[config.mk]
export PLATFORM = sky130hd
export DESIGN_NAME = tt_sweep_ctrl_flat
export DESIGN_NICKNAME = d
export VERILOG_FILES = /design/src/rtl/tt_sweep_ctrl_if.sv /design/src/rtl/tt_sweep_ctrl.sv /design/src/flat_wrapper.sv
export SDC_FILE = /design/constraint.sdc
export NUM_CORES = 1
export LEC_CHECK = 0
export CAP_MARGIN = 20
export CORE_ASPECT_RATIO = 1.2
export CORE_UTILIZATION = 49
export CTS_CLUSTER_DIAMETER = 30
export DETAILED_ROUTE_END_ITERATION = 7
export PLACE_DENSITY_LB_ADDON = 0.08
export SKIP_CTS_REPAIR_TIMING = 1
export SYNTH_ARGS = -nofsm -noshare
export SYNTH_HDL_FRONTEND = slang
export SYNTH_SLANG_ARGS = --single-unit
[constraint.sdc]
create_clock -name clk -period 4.5 [get_ports clk]
set_clock_uncertainty 0.1 [all_clocks]
set_input_delay 0.9 -clock clk [delete_from_list [all_inputs] [get_ports clk]]
set_output_delay 0.9 -clock clk [all_outputs]
set_load 0.01 [all_outputs]
[src/rtl/tt_sweep_ctrl_if.sv]
// Interface bundling the sweep controller's control, stimulus and result signals.
//   start          : sweep request (bench/board -> controller)
//   abcd           : vector driven to the function under test
//   f_in           : function output fed back from the block under test
//   busy           : sweep in progress
//   done           : one-cycle pulse at sweep end
//   pass           : err_cnt == 0, valid while/after done
//   err_cnt        : number of mismatching vectors (N_IN+1 bits, never wraps)
//   first_err_idx  : index of lowest mismatching vector
//   err_valid      : first_err_idx holds a real mismatch
//   tt_obs         : observed truth table (zero unless TT_CAPTURE_EN is defined)
// Modports: master = control/stimulus side, slave = tt_sweep_ctrl.
interface tt_sweep_ctrl_if #(
    parameter int N_IN = 4
);
    logic                   start;
    logic [N_IN-1:0]        abcd;
    logic                   f_in;
    logic                   busy;
    logic                   done;
    logic                   pass;
    logic [N_IN:0]          err_cnt;
    logic [N_IN-1:0]        first_err_idx;
    logic                   err_valid;
    logic [(1<<N_IN)-1:0]   tt_obs;

    modport master (
        output start, f_in,
        input  abcd, busy, done, pass, err_cnt, first_err_idx, err_valid, tt_obs
    );

    modport slave (
        input  start, f_in,
        output abcd, busy, done, pass, err_cnt, first_err_idx, err_valid, tt_obs
    );
endinterface

[src/rtl/tt_sweep_ctrl.sv]
// Truth-table sweep sequencer for an N_IN-input combinational function.
// On start, drives every input vector 0 .. 2^N_IN-1 in ascending order, waits
// SETTLE_CYC cycles per vector, samples f_in and compares it with EXP_TT.
// Reports pass/fail, mismatch count and the first failing vector index.
// Ports:
//   clk    : system clock, rising edge
//   rst_n  : synchronous active-low reset
//   bus    : tt_sweep_ctrl_if.slave (start, abcd, f_in, busy, done, pass,
//            err_cnt, first_err_idx, err_valid, tt_obs)
// Optional feature macro: TT_CAPTURE_EN -- when defined, the observed truth
// table is captured into tt_obs; otherwise tt_obs is tied to zero.
module tt_sweep_ctrl #(
    parameter int                   N_IN       = 4,
    parameter int                   SETTLE_CYC = 2,
    parameter logic [(1<<N_IN)-1:0] EXP_TT     = '0
) (
    input  logic           clk,
    input  logic           rst_n,
    tt_sweep_ctrl_if.slave bus
);
    localparam int CW = (SETTLE_CYC > 0) ? $clog2(SETTLE_CYC + 1) : 1;
    localparam logic [CW-1:0] CNT_LOAD = CW'(SETTLE_CYC);

    typedef enum logic [1:0] {
        IDLE,
        SETTLE,
        SAMPLE,
        DONE
    } state_t;

    // With no settle time each vector goes straight to sampling.
    localparam state_t VEC_ENTRY = (SETTLE_CYC == 0) ? SAMPLE : SETTLE;

    state_t          state;
    logic [N_IN-1:0] idx;
    logic [CW-1:0]   cnt;
    logic            busy_q;
    logic            done_q;
    logic            pass_q;
    logic [N_IN:0]   err_cnt_q;
    logic [N_IN-1:0] first_err_q;
    logic            err_valid_q;

    always_ff @(posedge clk) begin
        if (!rst_n) begin
            state       <= IDLE;
            idx         <= '0;
            cnt         <= '0;
            busy_q      <= 1'b0;
            done_q      <= 1'b0;
            pass_q      <= 1'b0;
            err_cnt_q   <= '0;
            first_err_q <= '0;
            err_valid_q <= 1'b0;
        end else begin
            done_q <= 1'b0;
            case (state)
                IDLE: begin
                    if (bus.start) begin
                        err_cnt_q   <= '0;
                        err_valid_q <= 1'b0;
                        first_err_q <= '0;
                        pass_q      <= 1'b0;
                        idx         <= '0;
                        cnt         <= CNT_LOAD;
                        busy_q      <= 1'b1;
                        state       <= VEC_ENTRY;
                    end
                end
                SETTLE: begin
                    cnt <= cnt - CW'(1);
                    if (cnt == CW'(1)) begin
                        state <= SAMPLE;
                    end
                end
                SAMPLE: begin
                    if (bus.f_in != EXP_TT[idx]) begin
                        err_cnt_q <= err_cnt_q + (N_IN+1)'(1);
                        if (!err_valid_q) begin
                            first_err_q <= idx;
                            err_valid_q <= 1'b1;
                        end
                    end
                    if (idx == '1) begin
                        state <= DONE;
                    end else begin
                        idx   <= idx + N_IN'(1);
                        cnt   <= CNT_LOAD;
                        state <= VEC_ENTRY;
                    end
                end
                DONE: begin
                    // err_cnt already holds the final count here.
                    done_q <= 1'b1;
                    pass_q <= (err_cnt_q == '0);
                    busy_q <= 1'b0;
                    state  <= IDLE;
                end
                default: state <= IDLE;
            endcase
        end
    end

    assign bus.abcd          = idx;
    assign bus.busy          = busy_q;
    assign bus.done          = done_q;
    assign bus.pass          = pass_q;
    assign bus.err_cnt       = err_cnt_q;
    assign bus.first_err_idx = first_err_q;
    assign bus.err_valid     = err_valid_q;

`ifdef TT_CAPTURE_EN
    logic [(1<<N_IN)-1:0] tt_obs_q;

    always_ff @(posedge clk) begin
        if (!rst_n) begin
            tt_obs_q <= '0;
        end else if (state == IDLE && bus.start) begin
            tt_obs_q <= '0;
        end else if (state == SAMPLE) begin
            tt_obs_q[idx] <= bus.f_in;
        end
    end

    assign bus.tt_obs = tt_obs_q;
`else
    assign bus.tt_obs = '0;
`endif

endmodule

[src/flat_wrapper.sv]
// flat-port wrapper written by rule: the top's interface ports become plain ports
module tt_sweep_ctrl_flat 
#(
    parameter int                   N_IN       = 4,
    parameter int                   SETTLE_CYC = 2,
    parameter logic [(1<<N_IN)-1:0] EXP_TT     = '0
)
  (clk, rst_n, bus_start, bus_f_in, bus_abcd, bus_busy, bus_done, bus_pass, bus_err_cnt, bus_first_err_idx, bus_err_valid, bus_tt_obs);
  tt_sweep_ctrl_if #(.N_IN(N_IN)) bus_i ();
  input  logic clk;
  input  logic rst_n;
  input wire logic [$bits(bus_i.start)-1:0] bus_start;
  input wire logic [$bits(bus_i.f_in)-1:0] bus_f_in;
  output wire logic [$bits(bus_i.abcd)-1:0] bus_abcd;
  output wire logic [$bits(bus_i.busy)-1:0] bus_busy;
  output wire logic [$bits(bus_i.done)-1:0] bus_done;
  output wire logic [$bits(bus_i.pass)-1:0] bus_pass;
  output wire logic [$bits(bus_i.err_cnt)-1:0] bus_err_cnt;
  output wire logic [$bits(bus_i.first_err_idx)-1:0] bus_first_err_idx;
  output wire logic [$bits(bus_i.err_valid)-1:0] bus_err_valid;
  output wire logic [$bits(bus_i.tt_obs)-1:0] bus_tt_obs;
  assign bus_i.start = bus_start;
  assign bus_i.f_in = bus_f_in;
  assign bus_abcd = bus_i.abcd;
  assign bus_busy = bus_i.busy;
  assign bus_done = bus_i.done;
  assign bus_pass = bus_i.pass;
  assign bus_err_cnt = bus_i.err_cnt;
  assign bus_first_err_idx = bus_i.first_err_idx;
  assign bus_err_valid = bus_i.err_valid;
  assign bus_tt_obs = bus_i.tt_obs;
  tt_sweep_ctrl #(.N_IN(N_IN), .SETTLE_CYC(SETTLE_CYC), .EXP_TT(EXP_TT)) u_core (.clk(clk), .rst_n(rst_n), .bus(bus_i));
endmodule
### After elaboration in Yosys (flattened, before gate mapping)

Memories as Yosys holds them, arrays and structs flattened. A register that Yosys moved wholly into a read port is not among the register bits.
Index checks and enable logic that the tools add are counted.

| operators by class | value |
|---|---|
| add/subtract/negate cells | 3 |
| $lt $le $gt $ge | 1 |
| equal/unequal tests | 11 |
| mux-type cells | 26 |
| reduce and logical (&&, ||, !) cells | 11 |

Operators with widths:

| cell | count |
|---|---|
| 4-bit 2-to-1 mux | 6 |
| 4-bit case mux with 2 select lines | 2 |
| 2-bit 2-to-1 mux | 5 |
| 5-bit 2-to-1 mux | 2 |
| 5-bit case mux with 2 select lines | 1 |
| 3-bit AND reduction | 3 |
| 2-bit case mux with 4 select lines | 1 |
| 2-bit inequality test (second input constant) | 3 |
| 1-bit case mux with 2 select lines | 3 |
| 2-bit case mux with 3 select lines | 1 |
| 5-bit by 1-bit adder with 5-bit output (second input constant) | 1 |
| 5-bit zero test | 1 |
| 4-bit by 5-bit less-than comparator with 1-bit output (second input constant) | 1 |
| 1-bit 2-to-1 mux | 5 |
| 4-bit by 1-bit adder with 4-bit output (second input constant) | 1 |
| 2-bit by 1-bit equality test with 1-bit output (second input constant) | 2 |
| 2-bit equality test (second input constant) | 2 |
| 4-bit equality test (second input constant) | 1 |
| 2-bit by 1-bit inequality test with 1-bit output (second input constant) | 2 |
| 2-bit AND reduction | 2 |
| 4-bit AND reduction | 1 |
| 2-bit nonzero test | 2 |
| 3-bit nonzero test | 1 |
| 2-bit zero test | 1 |
| 2 further kinds | 2 |

| storage, ports and cells | value |
|---|---|
| register bits | 21 |
| memory bits (read-only) | 16 |
| output and inout port bits | 33 |
| logic and storage cells | 62 |
| memories | 1 |

Memories:

| name | depth | width | rd ports | clocked after Yosys merged registers in | write ports | RTL line | text |
|---|---|---|---|---|---|---|---|
| (name not given) | 16 | 1 | 1 | 1 | 0 | tt_sweep_ctrl.sv:77 | `if (bus.f_in != EXP_TT[idx]) begin` |

### Logic depth before layout (Yosys ltp)

| logic depth | value |
|---|---|
| word-level depth | 5 |
| gate-level depth with buffers | 5 |
| depth with buffers taken out | 5 |

### Worst setup path after synthesis

No wires, ideal clock.

| path | value |
|---|---|
| path kind | input -> register |
| start point | input rst_n |
| end point | register u_core.idx[0], in the netlist u_core.bus.abcd[0] |
| library setup time | 0.072 ns |
| arrival time | 1.739 ns |
| required time | 4.328 ns |
| path slack | 2.589 ns |
| stages on the path | 4 |
| buffers on the path | 1 |
| cell sequence | buf_2 > clkinv_1 > or3_1 > mux2i_1 |

RTL lines:

| element | RTL line | text |
|---|---|---|
| from (decl) | flat_wrapper.sv:11 | `input logic rst_n;` |
| to (signal assigned) | tt_sweep_ctrl.sv:87 | `idx <= idx + N_IN'(1);` |
| to (decl) | tt_sweep_ctrl.sv:35 | `logic [N_IN-1:0] idx;` |

==> impl_results.md <==
- Max transition margin: 60.3%
- Latest clock arrival within the worst-skew pair: 0.30 ns
- Endpoints failing hold: 0
- Run status: completed
- Die height: 55.2 µm
- Grt ovf: 0
- P_leak: 0.000497 µW
- Top Ports: 37
- Fin crit share: 57.9%
- DR WL/cell: 11.8 µm
- Register share of total power: 60.0%
- Pwr Total: 327 µW
- CP Capture Type: flop
- Hpwl dp: 1.54 mm
- Layout Nets: 162
- Longest Clk Path Bufs: 2
- Metal3 WL: 94 µm
- Final worst path period need: 2.61 ns
- Main synth FF type: dfxtp_1
- Data arrival time of the critical path: 2.74 ns
- Post-synth EDFFs: 0
- Vias per std cell: 5.14
- Commonest non-fill, non-tap cell in the layout: dfxtp_1
- Max-cap check violation count: 0
- Yosys warning total: 0
- Area delta synth->final: 14.6%
- Async SR Flop Fraction: 0%
- DRT antenna net count: 0
- Vias in the first global route: 828
- Wl on met1: 978 µm
- CP startpoint kind: primary input
- Comb power frac: 12.1%
- Worst path required time: 4.64 ns
- Top-area cell type share of the netlist area: 36.3%
- Pre-CTS setup slack: 1.53 ns
- Worst-path fanout max: 19
- # clock sinks: 21
- Leading post-synthesis cells by cell area: dfxtp_1 36%, buf_4 10%, mux2i_1 6.1%, ha_1 4.3%, nand2_1 4.2%
- Clock Pin Slew Worst Setup and Hold Paths: 0.12 ns
- Buffers added on ports: 20
- Clock power share: 27.9%
- Global Route Usage Sum: 18.2%
- Vias after detailed routing: 940
- Hold Crit Class: flop to flop
- GPL Wtd Cong: 0.828
- Net Sw Frac: 26.5%
- Worst-Margin Slew: 0.593 ns
- Clock root buffer: clkbuf_4
- PD cells: 246 mW/mm²
- Setup-failing EPs final: 0
- Drt first-iter violations: 15
- Core footprint: 0.00214 mm²
- Setup slack after layout: 1.89 ns
- WL met2: 1.05 mm
- Synthesized area: 0.00116 mm²
- Row count: 18
- Die ar.: 0.00256 mm²
- Initial antenna violation count: 0
- Die X: 46.4 µm
- Diodes inserted: 0
- Htree depth: 1
- First-pass GRT wire length: 3.62 mm
- Per-instance average area after synthesis: 8.45 µm²
- Seq/Total Area, Yosys: 36.3%
- CTS tree: built
- Pint: 240 µW
- Routed WL: 2.15 mm
- Drt pass-1 iters: 4
- Top Metal Used: met4
- Fmax achieved: 384 MHz
- Yosys reg bits: 21
- Final Non-Filler Cells: 183
- Peak supply drop: 0.201 mV
- Switching Power: 86.5 µW
- DRC Markers: 0
- Layout cells sized above 1: 3.92%
- Inst Count DP: 179
- Setup_tns: 0 ns
- Most frequent cells in the layout: 21 x dfxtp_1, 20 x clkdlybuf4s50_1, 16 x conb_1, 13 x nand2_1
- Starting Density: 54.1%
- Pins Over Slew Limit: 0
- Unrepaired setup endpoints after global routing: false
- Synth Instances: 137
- Largest net degree at the start of global routing: 21
- Synth area leader: dfxtp_1
- Inserted Clock Buffers: 3
- Critical path class: primary input to flop
- Synth cell types: 36
[area by class of cell]
type	instances	area, µm²
Timing Repair Buffer	20	200
Clock buffer	4	26.3
Tap cell	30	37.5
Fill cell	200	813
Multi-Input combinational cell	101	616
Sequential cell	21	420
Inverter	7	26.3
[stage by stage]
stage | utilization, % | cell area (µm²) | hold WS, ns
global placement | 60.8 | 1300 | 0.348
floorplan | - | 1210 | 0.366
detailed placement | 60.8 | 1300 | 0.347
CTS | 62.0 | 1330 | 0.371
finish | 62.0 | 1330 | 0.368
global route | 62.0 | 1330 | 0.398
[logic make-up (layout without fill, tap and decap cells)]
family                   after synthesis  after routing  synth area share (%)
multiplexers                           7              7                  6.05
buffers and inverters                 30             31                  15.4
adder cells (fa/ha/maj)                4              4                  4.32
XOR/XNOR                               1              1                 0.757
AND/OR/NAND/NOR                       46             46                  21.2
AO/OA/AOI/OAI                         27             27                  15.7
other                                  1             16                 0.324
flip-flops                            21             21                  36.3
[per-layer routing]
layer	track usage [%]	vias up
li1	-	479
met1	25.9	430
met2	27.2	27
met3	1.96	4
met4	7.56	0
met5	0	-
[final timing paths]
path | depth (start not counted) | startpoint | endpoint | slack (ns)
worst max-delay path | 4 | rst_n | u_core.bus.abcd[0] | 1.89
worst min register to register | 2 | u_core.bus.first_err_idx[3] | u_core.bus.first_err_idx[3] | 0.37
worst min-delay path | 2 | u_core.bus.first_err_idx[3] | u_core.bus.first_err_idx[3] | 0.37
worst max register to register | 3 | u_core.state[1] | u_core.cnt[1] | 2.75
[critical path, stage by stage]
cell and delay [ns]:
clkdlybuf4s50_1 0.85, clkinv_1 0.44, or3_1 0.44, mux2i_1 0.12
[flip-flops by register name, indices dropped and copies added, names as in the netlist]
register / flops
u_core.bus.first_err_idx: 4
u_core.bus.pass: 1
u_core.state: 2
u_core.bus.abcd: 4
u_core.bus.busy: 1
u_core.bus.done: 1
u_core.bus.err_cnt: 5
u_core.cnt: 2
u_core.bus.err_valid: 1
[power by group through the flow]
| stage | Combinational, µW | Sequential [µW] | Clock, µW |
|---|---|---|---|
| floorplan | 43.2 | 196 | 0 |
| global placement | 38.2 | 200 | 0 |
| detailed placement | 39.2 | 200 | 0 |
| CTS | 39.3 | 196 | 94.6 |
| global route | 44.6 | 197 | 98.9 |
| finish | 39.4 | 196 | 91.3 |
[cell usage after synthesis, types with 2 or more instances]
library cell / count
a21oi_1: 8
a311oi_1: 3
a41oi_1: 3
and2_1: 2
and3_1: 3
buf_2: 3
buf_4: 16
clkbuf_1: 3
dfxtp_1: 21
ha_1: 4
inv_1: 6
mux2i_1: 7
nand2_1: 13
nand2b_1: 4
nand3_1: 8
nand4_1: 2
nor2_1: 5
nor2b_1: 2
o21a_1: 2
o21ai_0: 6
No activity file was read; power rests on OpenSTA's default activity.
